===== src/rtl/uart_pkg.sv =====
// -----------------------------------------------------------------------------
// uart_pkg
// Shared constants and helpers for the UART receive path.
//   ERR_W     : width of the saturating rejected-interval counter
//   win_bound : acceptance-window bound in clk cycles, computed as a
//               percentage of the nominal bit period CLK_FREQ / BAUD_RATE
// -----------------------------------------------------------------------------
package uart_pkg;

    localparam int ERR_W = 8;

    // The nominal bit period is truncated first, then scaled by the
    // percentage, so both window bounds derive from the same integer period.
    function automatic int unsigned win_bound(input int unsigned clk_freq,
                                              input int unsigned baud_rate,
                                              input int unsigned pct);
        return ((clk_freq / baud_rate) * pct) / 100;
    endfunction

endpackage


===== src/rtl/uart_baud_meas_if.sv =====
// -----------------------------------------------------------------------------
// uart_baud_meas_if
// Bundles the serial input, the clear strobe and the measurement results of
// the auto-baud block.
//   rxd      : asynchronous serial line, idle high
//   clear    : synchronous clear of accumulator, lock and error count
//   sample   : last accepted interval (clk cycles), sample_v pulses on update
//   reject_v : pulses when an out-of-window interval is seen
//   period   : averaged bit period, period_v pulses on update
//   locked   : at least one period result since reset/clear
//   err_cnt  : saturating count of rejected intervals
// Modports: master drives rxd/clear and observes results; slave is the
// measurement block.
// -----------------------------------------------------------------------------
interface uart_baud_meas_if #(
    parameter int CNT_W = 16
) ();
    import uart_pkg::*;

    logic             rxd;
    logic             clear;
    logic [CNT_W-1:0] sample;
    logic             sample_v;
    logic             reject_v;
    logic [CNT_W-1:0] period;
    logic             period_v;
    logic             locked;
    logic [ERR_W-1:0] err_cnt;

    modport master (
        output rxd, clear,
        input  sample, sample_v, reject_v, period, period_v, locked, err_cnt
    );

    modport slave (
        input  rxd, clear,
        output sample, sample_v, reject_v, period, period_v, locked, err_cnt
    );

endinterface


===== src/rtl/uart_sync2.sv =====
// -----------------------------------------------------------------------------
// uart_sync2
// Two-flop synchroniser for a single asynchronous bit.
//   clk     : destination clock
//   nrst    : asynchronous active-low reset
//   i_d     : asynchronous input
//   o_q     : synchronised output
// RST_VAL sets the value both flops take in reset, so an idle-high line does
// not produce a spurious transition when reset is released.
// -----------------------------------------------------------------------------
module uart_sync2 #(
    parameter logic RST_VAL = 1'b0
) (
    input  logic clk,
    input  logic nrst,
    input  logic i_d,
    output logic o_q
);

    logic r_meta;
    logic r_sync;

    // First flop may go metastable; the second gives it a full cycle to settle.
    always_ff @(posedge clk or negedge nrst) begin
        if (!nrst) begin
            r_meta <= RST_VAL;
            r_sync <= RST_VAL;
        end else begin
            r_meta <= i_d;
            r_sync <= r_meta;
        end
    end

    assign o_q = r_sync;

endmodule


===== src/rtl/uart_baud_meas.sv =====
// -----------------------------------------------------------------------------
// uart_baud_meas
// Auto-baud measurement: times the interval between rxd transitions, reports
// intervals inside a tolerance window around the nominal bit period, counts
// out-of-window intervals as errors, and averages 2^AVG_LOG2 accepted
// intervals into a measured bit period with a lock flag.
//   clk   : clock
//   nrst  : asynchronous active-low reset
//   bus   : uart_baud_meas_if slave (rxd, clear in; results out)
// -----------------------------------------------------------------------------
module uart_baud_meas
    import uart_pkg::*;
#(
    parameter int unsigned CLK_FREQ  = 50_000_000,
    parameter int unsigned BAUD_RATE = 9_600,
    parameter int          CNT_W     = 16,
    parameter int unsigned LO_PCT    = 75,
    parameter int unsigned HI_PCT    = 125,
    parameter int unsigned AVG_LOG2  = 3
) (
    input  logic             clk,
    input  logic             nrst,
    uart_baud_meas_if.slave  bus
);

    localparam int unsigned LO     = win_bound(CLK_FREQ, BAUD_RATE, LO_PCT);
    localparam int unsigned HI     = win_bound(CLK_FREQ, BAUD_RATE, HI_PCT);
    localparam int          ACC_W  = CNT_W + int'(AVG_LOG2);
    localparam int          NACC_W = int'(AVG_LOG2) + 1;
    localparam int          AVG_N  = 2 ** AVG_LOG2;

    localparam logic [CNT_W-1:0]  LO_C    = CNT_W'(LO);
    localparam logic [CNT_W-1:0]  HI_C    = CNT_W'(HI);
    localparam logic [CNT_W-1:0]  CNT_MAX = '1;
    localparam logic [NACC_W-1:0] NACC_LAST = NACC_W'(AVG_N - 1);

    // The all-ones count is reserved as the "idle / unmeasured" marker, so
    // the window must stay strictly below it and must not start at zero.
    if ((longint'(HI) >= ((longint'(1) << CNT_W) - 1)) || (LO == 0)) begin : g_bad_window
        $error("uart_baud_meas: acceptance window does not fit the interval counter");
    end

    logic              w_rxd_s;
    logic              r_rxd_d;
    logic              w_edge;
    logic [CNT_W-1:0]  r_cnt;
    logic              w_sat;
    logic              w_in_win;
    logic [ACC_W-1:0]  r_acc;
    logic [ACC_W-1:0]  w_sum;
    logic [NACC_W-1:0] r_nacc;
    logic              w_last;

    logic [CNT_W-1:0]  r_sample;
    logic              r_sample_v;
    logic              r_reject_v;
    logic [CNT_W-1:0]  r_period;
    logic              r_period_v;
    logic              r_locked;
    logic [ERR_W-1:0]  r_err_cnt;

    uart_sync2 #(
        .RST_VAL (1'b1)
    ) u_sync (
        .clk  (clk),
        .nrst (nrst),
        .i_d  (bus.rxd),
        .o_q  (w_rxd_s)
    );

    // Delayed copy of the synchronised line for transition detection.
    always_ff @(posedge clk or negedge nrst) begin
        if (!nrst) begin
            r_rxd_d <= 1'b1;
        end else begin
            r_rxd_d <= w_rxd_s;
        end
    end

    assign w_edge   = (w_rxd_s != r_rxd_d);
    assign w_sat    = (r_cnt == CNT_MAX);
    assign w_in_win = (r_cnt >= LO_C) && (r_cnt <= HI_C);
    assign w_sum    = r_acc + ACC_W'(r_cnt);
    assign w_last   = (r_nacc == NACC_LAST);

    // Interval counter restarts at 1 on a transition, so at the next
    // transition it holds the number of cycles in between. It sticks at
    // all-ones after a long idle gap, which marks the interval as unmeasured.
    always_ff @(posedge clk or negedge nrst) begin
        if (!nrst) begin
            r_cnt <= CNT_MAX;
        end else if (w_edge) begin
            r_cnt <= CNT_W'(1);
        end else if (!w_sat) begin
            r_cnt <= r_cnt + CNT_W'(1);
        end
    end

    // Classification and averaging. clear has priority over a coinciding
    // transition. A saturated counter both discards any partial average and
    // suppresses classification of the transition that ends the idle gap.
    always_ff @(posedge clk or negedge nrst) begin
        if (!nrst) begin
            r_acc      <= '0;
            r_nacc     <= '0;
            r_sample   <= '0;
            r_sample_v <= 1'b0;
            r_reject_v <= 1'b0;
            r_period   <= '0;
            r_period_v <= 1'b0;
            r_locked   <= 1'b0;
            r_err_cnt  <= '0;
        end else begin
            r_sample_v <= 1'b0;
            r_reject_v <= 1'b0;
            r_period_v <= 1'b0;
            if (bus.clear) begin
                r_acc     <= '0;
                r_nacc    <= '0;
                r_locked  <= 1'b0;
                r_err_cnt <= '0;
            end else if (w_sat) begin
                r_acc  <= '0;
                r_nacc <= '0;
            end else if (w_edge) begin
                if (w_in_win) begin
                    r_sample   <= r_cnt;
                    r_sample_v <= 1'b1;
                    if (w_last) begin
                        r_period   <= CNT_W'(w_sum >> AVG_LOG2);
                        r_period_v <= 1'b1;
                        r_locked   <= 1'b1;
                        r_acc      <= '0;
                        r_nacc     <= '0;
                    end else begin
                        r_acc  <= w_sum;
                        r_nacc <= r_nacc + NACC_W'(1);
                    end
                end else begin
                    r_reject_v <= 1'b1;
                    if (r_err_cnt != '1) begin
                        r_err_cnt <= r_err_cnt + ERR_W'(1);
                    end
                end
            end
        end
    end

    assign bus.sample   = r_sample;
    assign bus.sample_v = r_sample_v;
    assign bus.reject_v = r_reject_v;
    assign bus.period   = r_period;
    assign bus.period_v = r_period_v;
    assign bus.locked   = r_locked;
    assign bus.err_cnt  = r_err_cnt;

endmodule

===== src/flat_wrapper.sv =====
// flat-port wrapper written by rule: the top's interface ports become plain ports
module uart_baud_meas_flat import uart_pkg::*;
#(
    parameter int unsigned CLK_FREQ  = 50_000_000,
    parameter int unsigned BAUD_RATE = 9_600,
    parameter int          CNT_W     = 16,
    parameter int unsigned LO_PCT    = 75,
    parameter int unsigned HI_PCT    = 125,
    parameter int unsigned AVG_LOG2  = 3
)
  (clk, nrst, bus_rxd, bus_clear, bus_sample, bus_sample_v, bus_reject_v, bus_period, bus_period_v, bus_locked, bus_err_cnt);
  uart_baud_meas_if #(.CNT_W(CNT_W)) bus_i ();
  input  logic clk;
  input  logic nrst;
  input wire logic [$bits(bus_i.rxd)-1:0] bus_rxd;
  input wire logic [$bits(bus_i.clear)-1:0] bus_clear;
  output wire logic [$bits(bus_i.sample)-1:0] bus_sample;
  output wire logic [$bits(bus_i.sample_v)-1:0] bus_sample_v;
  output wire logic [$bits(bus_i.reject_v)-1:0] bus_reject_v;
  output wire logic [$bits(bus_i.period)-1:0] bus_period;
  output wire logic [$bits(bus_i.period_v)-1:0] bus_period_v;
  output wire logic [$bits(bus_i.locked)-1:0] bus_locked;
  output wire logic [$bits(bus_i.err_cnt)-1:0] bus_err_cnt;
  assign bus_i.rxd = bus_rxd;
  assign bus_i.clear = bus_clear;
  assign bus_sample = bus_i.sample;
  assign bus_sample_v = bus_i.sample_v;
  assign bus_reject_v = bus_i.reject_v;
  assign bus_period = bus_i.period;
  assign bus_period_v = bus_i.period_v;
  assign bus_locked = bus_i.locked;
  assign bus_err_cnt = bus_i.err_cnt;
  uart_baud_meas #(.CLK_FREQ(CLK_FREQ), .BAUD_RATE(BAUD_RATE), .CNT_W(CNT_W), .LO_PCT(LO_PCT), .HI_PCT(HI_PCT), .AVG_LOG2(AVG_LOG2)) u_core (.clk(clk), .nrst(nrst), .bus(bus_i));
endmodule

===== config.mk =====
export PLATFORM = sky130hd
export DESIGN_NAME = uart_baud_meas_flat
export DESIGN_NICKNAME = d
export VERILOG_FILES = /design/src/rtl/uart_pkg.sv /design/src/rtl/uart_baud_meas_if.sv /design/src/rtl/uart_sync2.sv /design/src/rtl/uart_baud_meas.sv /design/src/flat_wrapper.sv
export SDC_FILE = /design/constraint.sdc
export NUM_CORES = 1
export LEC_CHECK = 0
export ABC_AREA = 1
export CORE_ASPECT_RATIO = 1.2
export CORE_MARGIN = 2
export CORE_UTILIZATION = 40
export DETAILED_ROUTE_END_ITERATION = 8
export SLEW_MARGIN = 15
export SYNTH_ARGS = -nofsm -noshare
export SYNTH_HDL_FRONTEND = slang
export SYNTH_HIERARCHICAL = 1
export SYNTH_SLANG_ARGS = --single-unit

===== constraint.sdc =====
create_clock -name clk -period 2.9 [get_ports clk]
set_input_delay 0.435 -clock clk [delete_from_list [all_inputs] [get_ports clk]]
set_output_delay 0.435 -clock clk [all_outputs]
set_load 0.005 [all_outputs]

# ---- After elaboration in Yosys (flattened, before gate mapping)
# Cells that the tools add are included.
dict set report word_totals {
  ff_bits 86
  in_bits 4
  output_inout_bits 44
}
dict set report classes {
  n_addsub 4
  order_cmp 2
  eq_ne 7
  n_mux 35
  bitwise 2
  n_reduce_logical 12
}
# operator n
set ops {}
lappend ops {{2-to-1 mux 19 bit} 5}
lappend ops {{2-to-1 mux 8 bit} 5}
lappend ops {{2-to-1 mux 16 bit} 2}
lappend ops {{2-to-1 mux 4 bit} 5}
lappend ops {{adder 19 x 16 -> 19 bit} 1}
lappend ops {{2-to-1 mux 1 bit} 18}
lappend ops {{adder 16 x 1 -> 16 bit (second input constant)} 1}
lappend ops {{equality test 16 bit (second input constant)} 1}
lappend ops {{>= comparator 16 x 12 -> 1 bit (second input constant)} 1}
lappend ops {{<= comparator 16 x 13 -> 1 bit (second input constant)} 1}
lappend ops {{AND reduction 4 bit} 3}
lappend ops {{adder 8 x 1 -> 8 bit (second input constant)} 1}
lappend ops {{!= test 8 bit (second input constant)} 1}
lappend ops {{nonzero test 2 bit} 4}
lappend ops {{nonzero test 3 bit} 2}
lappend ops {{AND reduction 5 bit} 1}
lappend ops {{adder 4 x 1 -> 4 bit (second input constant)} 1}
lappend ops {{equality test 4 x 3 -> 1 bit (second input constant)} 1}
lappend ops {{!= test 2 bit (second input constant)} 2}
lappend ops {{!= test 2 x 1 -> 1 bit (second input constant)} 1}
lappend ops {{inverter 1 bit} 2}
lappend ops {{AND reduction 2 bit} 1}
lappend ops {{logical AND 1 bit} 1}
lappend ops {{!= test 1 bit} 1}

# ---- Depth between registers and ports, before layout
# Gate-level depths: netlist of run 1.
dict set report depth {
  ltp_word 6
  depth_mapped 13
  depth_no_buf 13
}

# ---- Hierarchy
# Netlist of run 1, hierarchy kept.
# module instances cells_each area_per_inst_um2 seq_area_each_um2
set by_module_without_submodules {}
lappend by_module_without_submodules {uart_baud_meas 1 644 4847.1 2123.3}
lappend by_module_without_submodules {uart_sync2 1 2 52.6 52.6}

# ---- Least setup slack after synthesis of run 1
# OpenSTA, ideal clock, no wires.
dict set report synth_timing {
  kind {reg2reg}
  start {register u_core.r_cnt[1]}
  end {register u_core.r_err_cnt[0], in the netlist u_core/bus.err_cnt[0]}
  arrival_time_ns 1.765
  required_ns 2.833
  path_slack_ns 1.068
  path_stages_with_launch 10
  path_buffers 0
  synth_period_minus_slack_ns 1.832
  path_cell_list {dfstp_2 -> ha_1 -> nand3_1 -> nor2_1 -> nand4_2 -> nand2_1 -> nor2_2 -> nand2_4 -> nand3_1 -> nand2_1}
}
dict set report synth_between {
  elab_chain_len 4
}
# element line
set synth_rtl {}
lappend synth_rtl {{start, declared} uart_baud_meas.sv:46} ;# logic [CNT_W-1:0] r_cnt;
lappend synth_rtl {{start signal, assigned} uart_baud_meas.sv:95} ;# r_cnt <= r_cnt + CNT_W'(1);
lappend synth_rtl {{>= comparator 16 x 12 -> 1 bit / <= comparator 16 x 13 -> 1 bit (equally long branches)} uart_baud_meas.sv:82} ;# assign w_in_win = (r_cnt >= LO_C) && (r_cnt <= HI_C);
lappend synth_rtl {{logical AND 1 bit} uart_baud_meas.sv:82}
lappend synth_rtl {{!= test 2 bit (no line)} -}
lappend synth_rtl {{AND reduction 4 bit (no line) (*)} -}
lappend synth_rtl {{end signal, assigned} uart_baud_meas.sv:142} ;# r_err_cnt <= r_err_cnt + ERR_W'(1);
lappend synth_rtl {{end, declared} uart_baud_meas.sv:60} ;# logic [ERR_W-1:0] r_err_cnt;
# Mark *: on every way between the ends. The rest lies on a longest branch, timed or not.
# A chain may end at the register's enable or synchronous reset.

# ---- Worst setup path in the final report of run 1
dict set report layout_timing {
  start {register u_core.r_cnt[1]}
  end {register u_core.r_period[15], in the netlist u_core/bus.period[15]}
}
dict set report layout_between {
  elab_chain_len 3
}
# element line
set layout_rtl {}
lappend layout_rtl {{>= comparator 16 x 12 -> 1 bit, or another cell as far along} uart_baud_meas.sv:82}
lappend layout_rtl {{logical AND 1 bit / inverter 1 bit (equally long branches)} -}
lappend layout_rtl {{AND reduction 5 bit (no line)} -}
lappend layout_rtl {{end signal, assigned} uart_baud_meas.sv:130} ;# r_period <= CNT_W'(w_sum >> AVG_LOG2);
lappend layout_rtl {{end, declared} uart_baud_meas.sv:57} ;# logic [CNT_W-1:0] r_period;
# Several ways; a longest one is shown, not always the timed one.

==> results of run 1 <==
[routing by layer]
layer,track usage,vias to the layer above,part of all wire
met2,0.321,72,0.49
met5,0,-,0
met3,0.0292,11,0.028
li1,-,2202,-
met1,0.250,2019,0.46
met4,0.0706,0,0.016
[worst max-delay path, stage by stage, from the launching register on]
cell     delay (ns)
dfstp_2        0.61
ha_1           0.17
nor2_1         0.05
nand3_1        0.06
nand2_1        0.06
nand2_1        0.07
nand2_1        0.05
nand2_1        0.19
nand4_1        0.65
nand2_1        0.24
nand2_1        0.07
[worst max path at each step]
stage | start | endpoint | slack (ns)
after floorplan | u_core/r_cnt[1]$_DFFE_PN1P_ | u_core/bus.err_cnt[0]$_DFFE_PN0P_ | 1.07
after global placement | bus_clear | u_core/bus.period[2]$_DFFE_PN0P_ | 0.56
after detailed placement | bus_clear | u_core/bus.period[15]$_DFFE_PN0P_ | 0.48
after CTS | u_core/r_cnt[1]$_DFFE_PN1P_ | u_core/bus.period[15]$_DFFE_PN0P_ | 0.53
after global routing | u_core/r_cnt[1]$_DFFE_PN1P_ | u_core/bus.period[10]$_DFFE_PN0P_ | 0.29
final | u_core/r_cnt[1]$_DFFE_PN1P_ | u_core/bus.period[15]$_DFFE_PN0P_ | 0.56
[logic make-up (layout without fill, tap and decap cells)]
| logic type | Yosys count | count (layout) | share of synthesized area |
|---|---|---|---|
| AOI/OAI and AO/OA | 58 | 58 | 0.0618 |
| xor gates and xnor gates | 19 | 19 | 0.0340 |
| adders and majority gates | 21 | 21 | 0.0552 |
| buffers and inverters | 74 | 132 | 0.0661 |
| DFF | 86 | 86 | 0.444 |
| and+or+nand+nor | 388 | 388 | 0.339 |
[cell usage after synthesis, types with 3 or more instances]
master,instances
buf_6,5
o21ai_1,10
buf_2,4
nand2_1,235
inv_1,56
nor2_1,54
xor2_1,13
nor3_1,7
dfrtp_1,67
clkbuf_1,3
inv_2,4
ha_1,20
o21ai_0,17
a31oi_1,3
nand4_1,12
nor2_4,3
a21oi_1,24
nand3_1,64
xnor2_1,6
dfstp_2,19
[report_power, final]
part	switching [µW]	total [µW]	internal [µW]
clock network	480	1110	631
logic	111	168	56.9
registers	28.2	1260	1230
total	619	2540	1920
[flip-flops by register name (all words and copies together), names as in the netlist, 4 cells and up]
name,cells
u_core/bus.period,16
u_core/r_acc,19
u_core/bus.err_cnt,8
u_core/r_nacc,4
u_core/bus.sample,16
u_core/r_cnt,16
[per-stage QoR]
| stage | setup slack (ns) | utilization | power (µW) | instance area (µm²) | instances |
|---|---|---|---|---|---|
| 6_report | 0.556 | 0.485 | 2540 | 5820 | 865 |
| 3_3_place_gp | 0.563 | 0.461 | 1440 | 5530 | 849 |
| 3_5_place_dp | 0.483 | 0.461 | 1450 | 5530 | 849 |
| 4_1_cts | 0.533 | 0.485 | 2570 | 5820 | 865 |
| 2_1_floorplan | 1.07 | - | 1370 | 4900 | 646 |
| 5_1_grt | 0.287 | 0.485 | 2640 | 5820 | 865 |
[cell type report]
cell class,instances,area share
Multi-Input combinational cell,486,0.412
Clock buffer,12,0.0440
Clock inverter,4,0.00516
Timing Repair Buffer,55,0.0913
Inverter,61,0.0393
Tap cell,161,0.0346
Sequential cell,86,0.374
==> impl_metrics.toml, run 1 <==
[run_status]
outcome = "finished clean"

[global_route]
grt_use_total = 0.191
grt_start_max_net_pins = 83
antenna_found_initial = 0
grt_first_pass_wirelength_um = 20000
grt_overflow_total = 0
grt_pass1_vias = 4133

[floorplanning]
dieArea_um2 = 13200
core.rowCount = 44
core_area_um2 = 12000
die_w_um = 105
fp.dieH_um = 125
initial_utilization = 0.408
ios = 48

[clocking]
clk_latency_ns = 0.34
htreeDepth = 3
clkTransAtPathRegs_ns = 0.06
cts_root_buf = "clkbuf_16"
cts_hold_buf = 0
cts_setup_buffers = 0
clock_path_buffers = 2
cts_made_buffers = 9
cts_tree = "done"
cts_sinks = 86
ctsResizeCount = 0

[worst_setup_path]
start_kind = "flop"
crit_arrival_ns = 2.57
reg2reg_from = "u_core/r_cnt[1]$_DFFE_PN1P_"
cp_data_required_time_ns = 3.12
cp-end-kind = "flop"
worstSetupPathType = "reg2reg"
reg2reg_to = "u_core/bus.period[15]$_DFFE_PN0P_"
crit_path_max_fanout = 16
ff2ff_path_depth = 10
r2r_slack_ns = 0.56

[sta]
rsz0062_at_grt = "no"
setup-violations-final = 0
finalCritPeriodShare = 0.808
holdWs_ns = 0.134
max_freq_mhz = 427
period_needed_ns = 2.34
worstMarginPinSlew_ns = 0.907
relSlewSlack = 0.393
skew_ns = 0.00948
finalHoldViolCount = 0
tns_ns = 0
slew_violations = 0

[synth]
synth_edf_count = 0
yosys.area.top_type = "dfrtp_1"
synthArstFlopShare = 1.00
synth_seq_cells = 86
synthCells = 646
synth-seq-area-share = 0.444
yosysTopAreaCellShare = 0.342
syn-cell-area_um2 = 4900
synth_top_flop_cell = "dfrtp_1"
ys_top_cells_by_area = "dfrtp_1 34%, nand2_1 18%, dfstp_2 10%"
syn-num-nets = 671
yosysWarningCount = 6
avgSynthCellArea_um2 = 7.58
ys_types = 35

[cells_and_area]
diodes = 0
ff_latch_area_um2 = 2180
multi_input_area_um2 = 2400
final_common_cell = "nand2_1"
syn_to_final_growth_pct = 18.9
nFillCells = 1235
final_cell_mix = "235 x nand2_1, 67 x dfrtp_1, 64 x nand3_1, 56 x inv_1, 54 x nor2_1"
fin_nets = 724
drive_gt1_frac = 0.0824

[flow_run]
maxCapViolCount = 0

[route]
drt_iter0_markers = 237
wl_per_cell_um = 13.9
vias_per_cell = 4.98
dr_total_vias = 4304
first_pass_iters = 4
wl_um = 12000
ant_nets = 0
drc_errors = 0

[placed_design]
portBuffers = 47
place.gp.congestion = 0.903
hpwl_um = 8670

[worst_hold_path]
hold_class = "in2async"

[power]
power.leakage_uw = 0.00294
ir_drop_uv = 317
power.density_nw_per_um2 = 435
Note: power is estimated with default switching activity, not from simulation.
==> inputs of run 2 (changes only) <==
clock period = 2.4 ns   (was 2.9 ns; I/O delays follow)
==> run 2 against run 1 <==
Effect of this change: the run now ends with negative hold slack left; first-iteration DRC count fell by 32%; final area rose by 1.0%; total power rose by 20%; clock-buffer cell count fell by 2; cell count rose by 0.81%; register-to-register slack got worse by 0.33 ns; routed wire length fell by 2.0%; worst hold slack got worse by 0.14 ns; clock skew fell by 0.0045 ns; critical endpoint is now u_core/r_acc[15]$_DFFE_PN0P_; highest routed layer unchanged.
==> impl_metrics.toml, run 2 (synthesized netlist as in run 1, its figures left out) <==
[worst_setup_path]
cp-end-kind = "flop"
start_kind = "flop"
cp.depth = 9
crit_top_cell = "nor2_1"
path_buf_inv = 2
worstPathCellList = "ha_1 > inv_1 > nor2_1 > nand2_2 > nor2_4 > nor2_1 > buf_4 > nand3_1 > nand2_1"
r2r_slack_ns = 0.23
cp_data_required_time_ns = 2.68
crit_path_max_fanout = 13
crit_arrival_ns = 2.46
reg2reg_to = "u_core/r_acc[15]$_DFFE_PN0P_"
critPathTopFamily = "simple AND/OR/NAND/NOR gates"
slowest_stage = "nor2_1"
ff2ff_path_depth = 9
slowest_delay_ns = 0.65
reg2reg_from = "u_core/r_cnt[1]$_DFFE_PN1P_"
worstSetupPathType = "reg2reg"

[global_route]
grt_use_total = 0.190
antenna_found_initial = 0
grt_pass1_vias = 4284
grt_overflow_total = 0
grt_start_max_net_pins = 47
grt_first_pass_wirelength_um = 20100

[route]
vias_per_cell = 4.96
first_pass_iters = 4
wl_per_cell_um = 13.5
drc_errors = 0
dr_total_vias = 4329
wl_um = 11800
ant_nets = 0
drt_iter0_markers = 161

[clocking]
cts_sinks = 86
cts_made_buffers = 9
cts_tree = "done"
cts_root_buf = "clkbuf_16"
clkTransAtPathRegs_ns = 0.06
cts_setup_buffers = 0
htreeDepth = 3
ctsResizeCount = 0
clock_path_buffers = 2
clk_latency_ns = 0.34
cts_hold_buf = 0

[floorplanning]
core.rowCount = 44
die_w_um = 105
initial_utilization = 0.408
ios = 48
fp.dieH_um = 125
dieArea_um2 = 13200
core_area_um2 = 12000

[sta]
period_needed_ns = 2.17
tns_ns = 0
relSlewSlack = 0.427
worstMarginPinSlew_ns = 0.856
max_freq_mhz = 460
setup-violations-final = 0
rsz0062_at_grt = "no"
holdWs_ns = -0.00138
finalCritPeriodShare = 0.905
finalHoldViolCount = 1
slew_violations = 0
skew_ns = 0.00501

[power]
power.leakage_uw = 0.00297
p_comb_frac = 0.067
p_clk_frac = 0.435
ir_drop_uv = 282
p_sw_uw = 759
seq_power_share = 0.498
swShare = 0.249
power.density_nw_per_um2 = 518
internal_power_uw = 2290

[worst_hold_path]
hold_class = "in2async"

[cells_and_area]
final_common_cell = "nand2_1"
final_cell_mix = "235 x nand2_1, 67 x dfrtp_1, 64 x nand3_1, 56 x inv_1, 54 x nor2_1"
finalInstanceArea_um2 = 5880
fin_nets = 731
postLayoutCoreUtil = 0.490
diodes = 0
syn_to_final_growth_pct = 20.1
regMostFlops = "u_core/r_acc"
drive_gt1_frac = 0.0928
largest_reg_flops = 19

[run_status]
outcome = "complete, but fails checks"
violations = "negative hold slack"

[placed_design]
portBuffers = 47
place.gp.congestion = 0.914
place_area_um2 = 5600
hpwl_um = 8830

[flow_run]
maxCapViolCount = 0
-- run 2: cell count changes in the layout (fill, tap and decap cells not counted) --
cell        previous run  this run
clkinvlp_4             1         2
clkinv_4               1         2
buf_4                  8        15
clkbuf_1               1         0
buf_12                 0         1
clkbuf_8               2         1
buf_6                  1         0
-- run 2: worst max-delay path by stage --
stage / start / endpoint / slack, ns
after floorplan: u_core/r_cnt[1]$_DFFE_PN1P_ / u_core/bus.err_cnt[0]$_DFFE_PN0P_ / 0.57
after global placement: u_core/r_cnt[1]$_DFFE_PN1P_ / u_core/r_nacc[3]$_DFFE_PN0P_ / 0.32
after detailed placement: u_core/r_cnt[1]$_DFFE_PN1P_ / u_core/r_acc[14]$_DFFE_PN0P_ / 0.27
after CTS: u_core/r_cnt[1]$_DFFE_PN1P_ / u_core/r_acc[14]$_DFFE_PN0P_ / 0.25
after global routing: u_core/r_cnt[1]$_DFFE_PN1P_ / u_core/r_acc[13]$_DFFE_PN0P_ / 0.04
final: u_core/r_cnt[1]$_DFFE_PN1P_ / u_core/r_acc[15]$_DFFE_PN0P_ / 0.23
-- run 2: metrics by stage --
step	cells	total power, µW	setup WS (ns)	hold slack [ns]
3_5_place_dp	856	1750	0.266	0.354
6_report	872	3050	0.228	-0.00138
4_1_cts	872	3090	0.247	0.0270
2_1_floorplan	646	1650	0.568	0.0644
3_3_place_gp	856	1750	0.320	0.348
5_1_grt	872	3190	0.0427	0.0395
-- run 2: cell type report --
class,instances,area (µm²)
fillers,1236,6120
multi-input cells,486,2400
flip-flops and latches,86,2180
repair buffers,62,593
clock buffers,10,239
inverters,61,229
well taps,161,201
clock inverters,6,46.3
-- run 2: routing by layer --
layer | vias to the layer above | GRT usage | routed length (µm)
li1 | 2204 | - | -
met1 | 2037 | 0.236 | 5330
met2 | 65 | 0.320 | 5730
met3 | 23 | 0.0287 | 322
met4 | 0 | 0.0925 | 375
met5 | - | 0 | 0
-- run 2: power by group through the flow --
stage / clock network, µW / logic, µW / registers [µW]
6_report: 1330 / 206 / 1520
5_1_grt: 1440 / 237 / 1520
4_1_cts: 1370 / 208 / 1520
3_5_place_dp: 0 / 207 / 1540
3_3_place_gp: 0 / 204 / 1540
2_1_floorplan: 0 / 118 / 1540
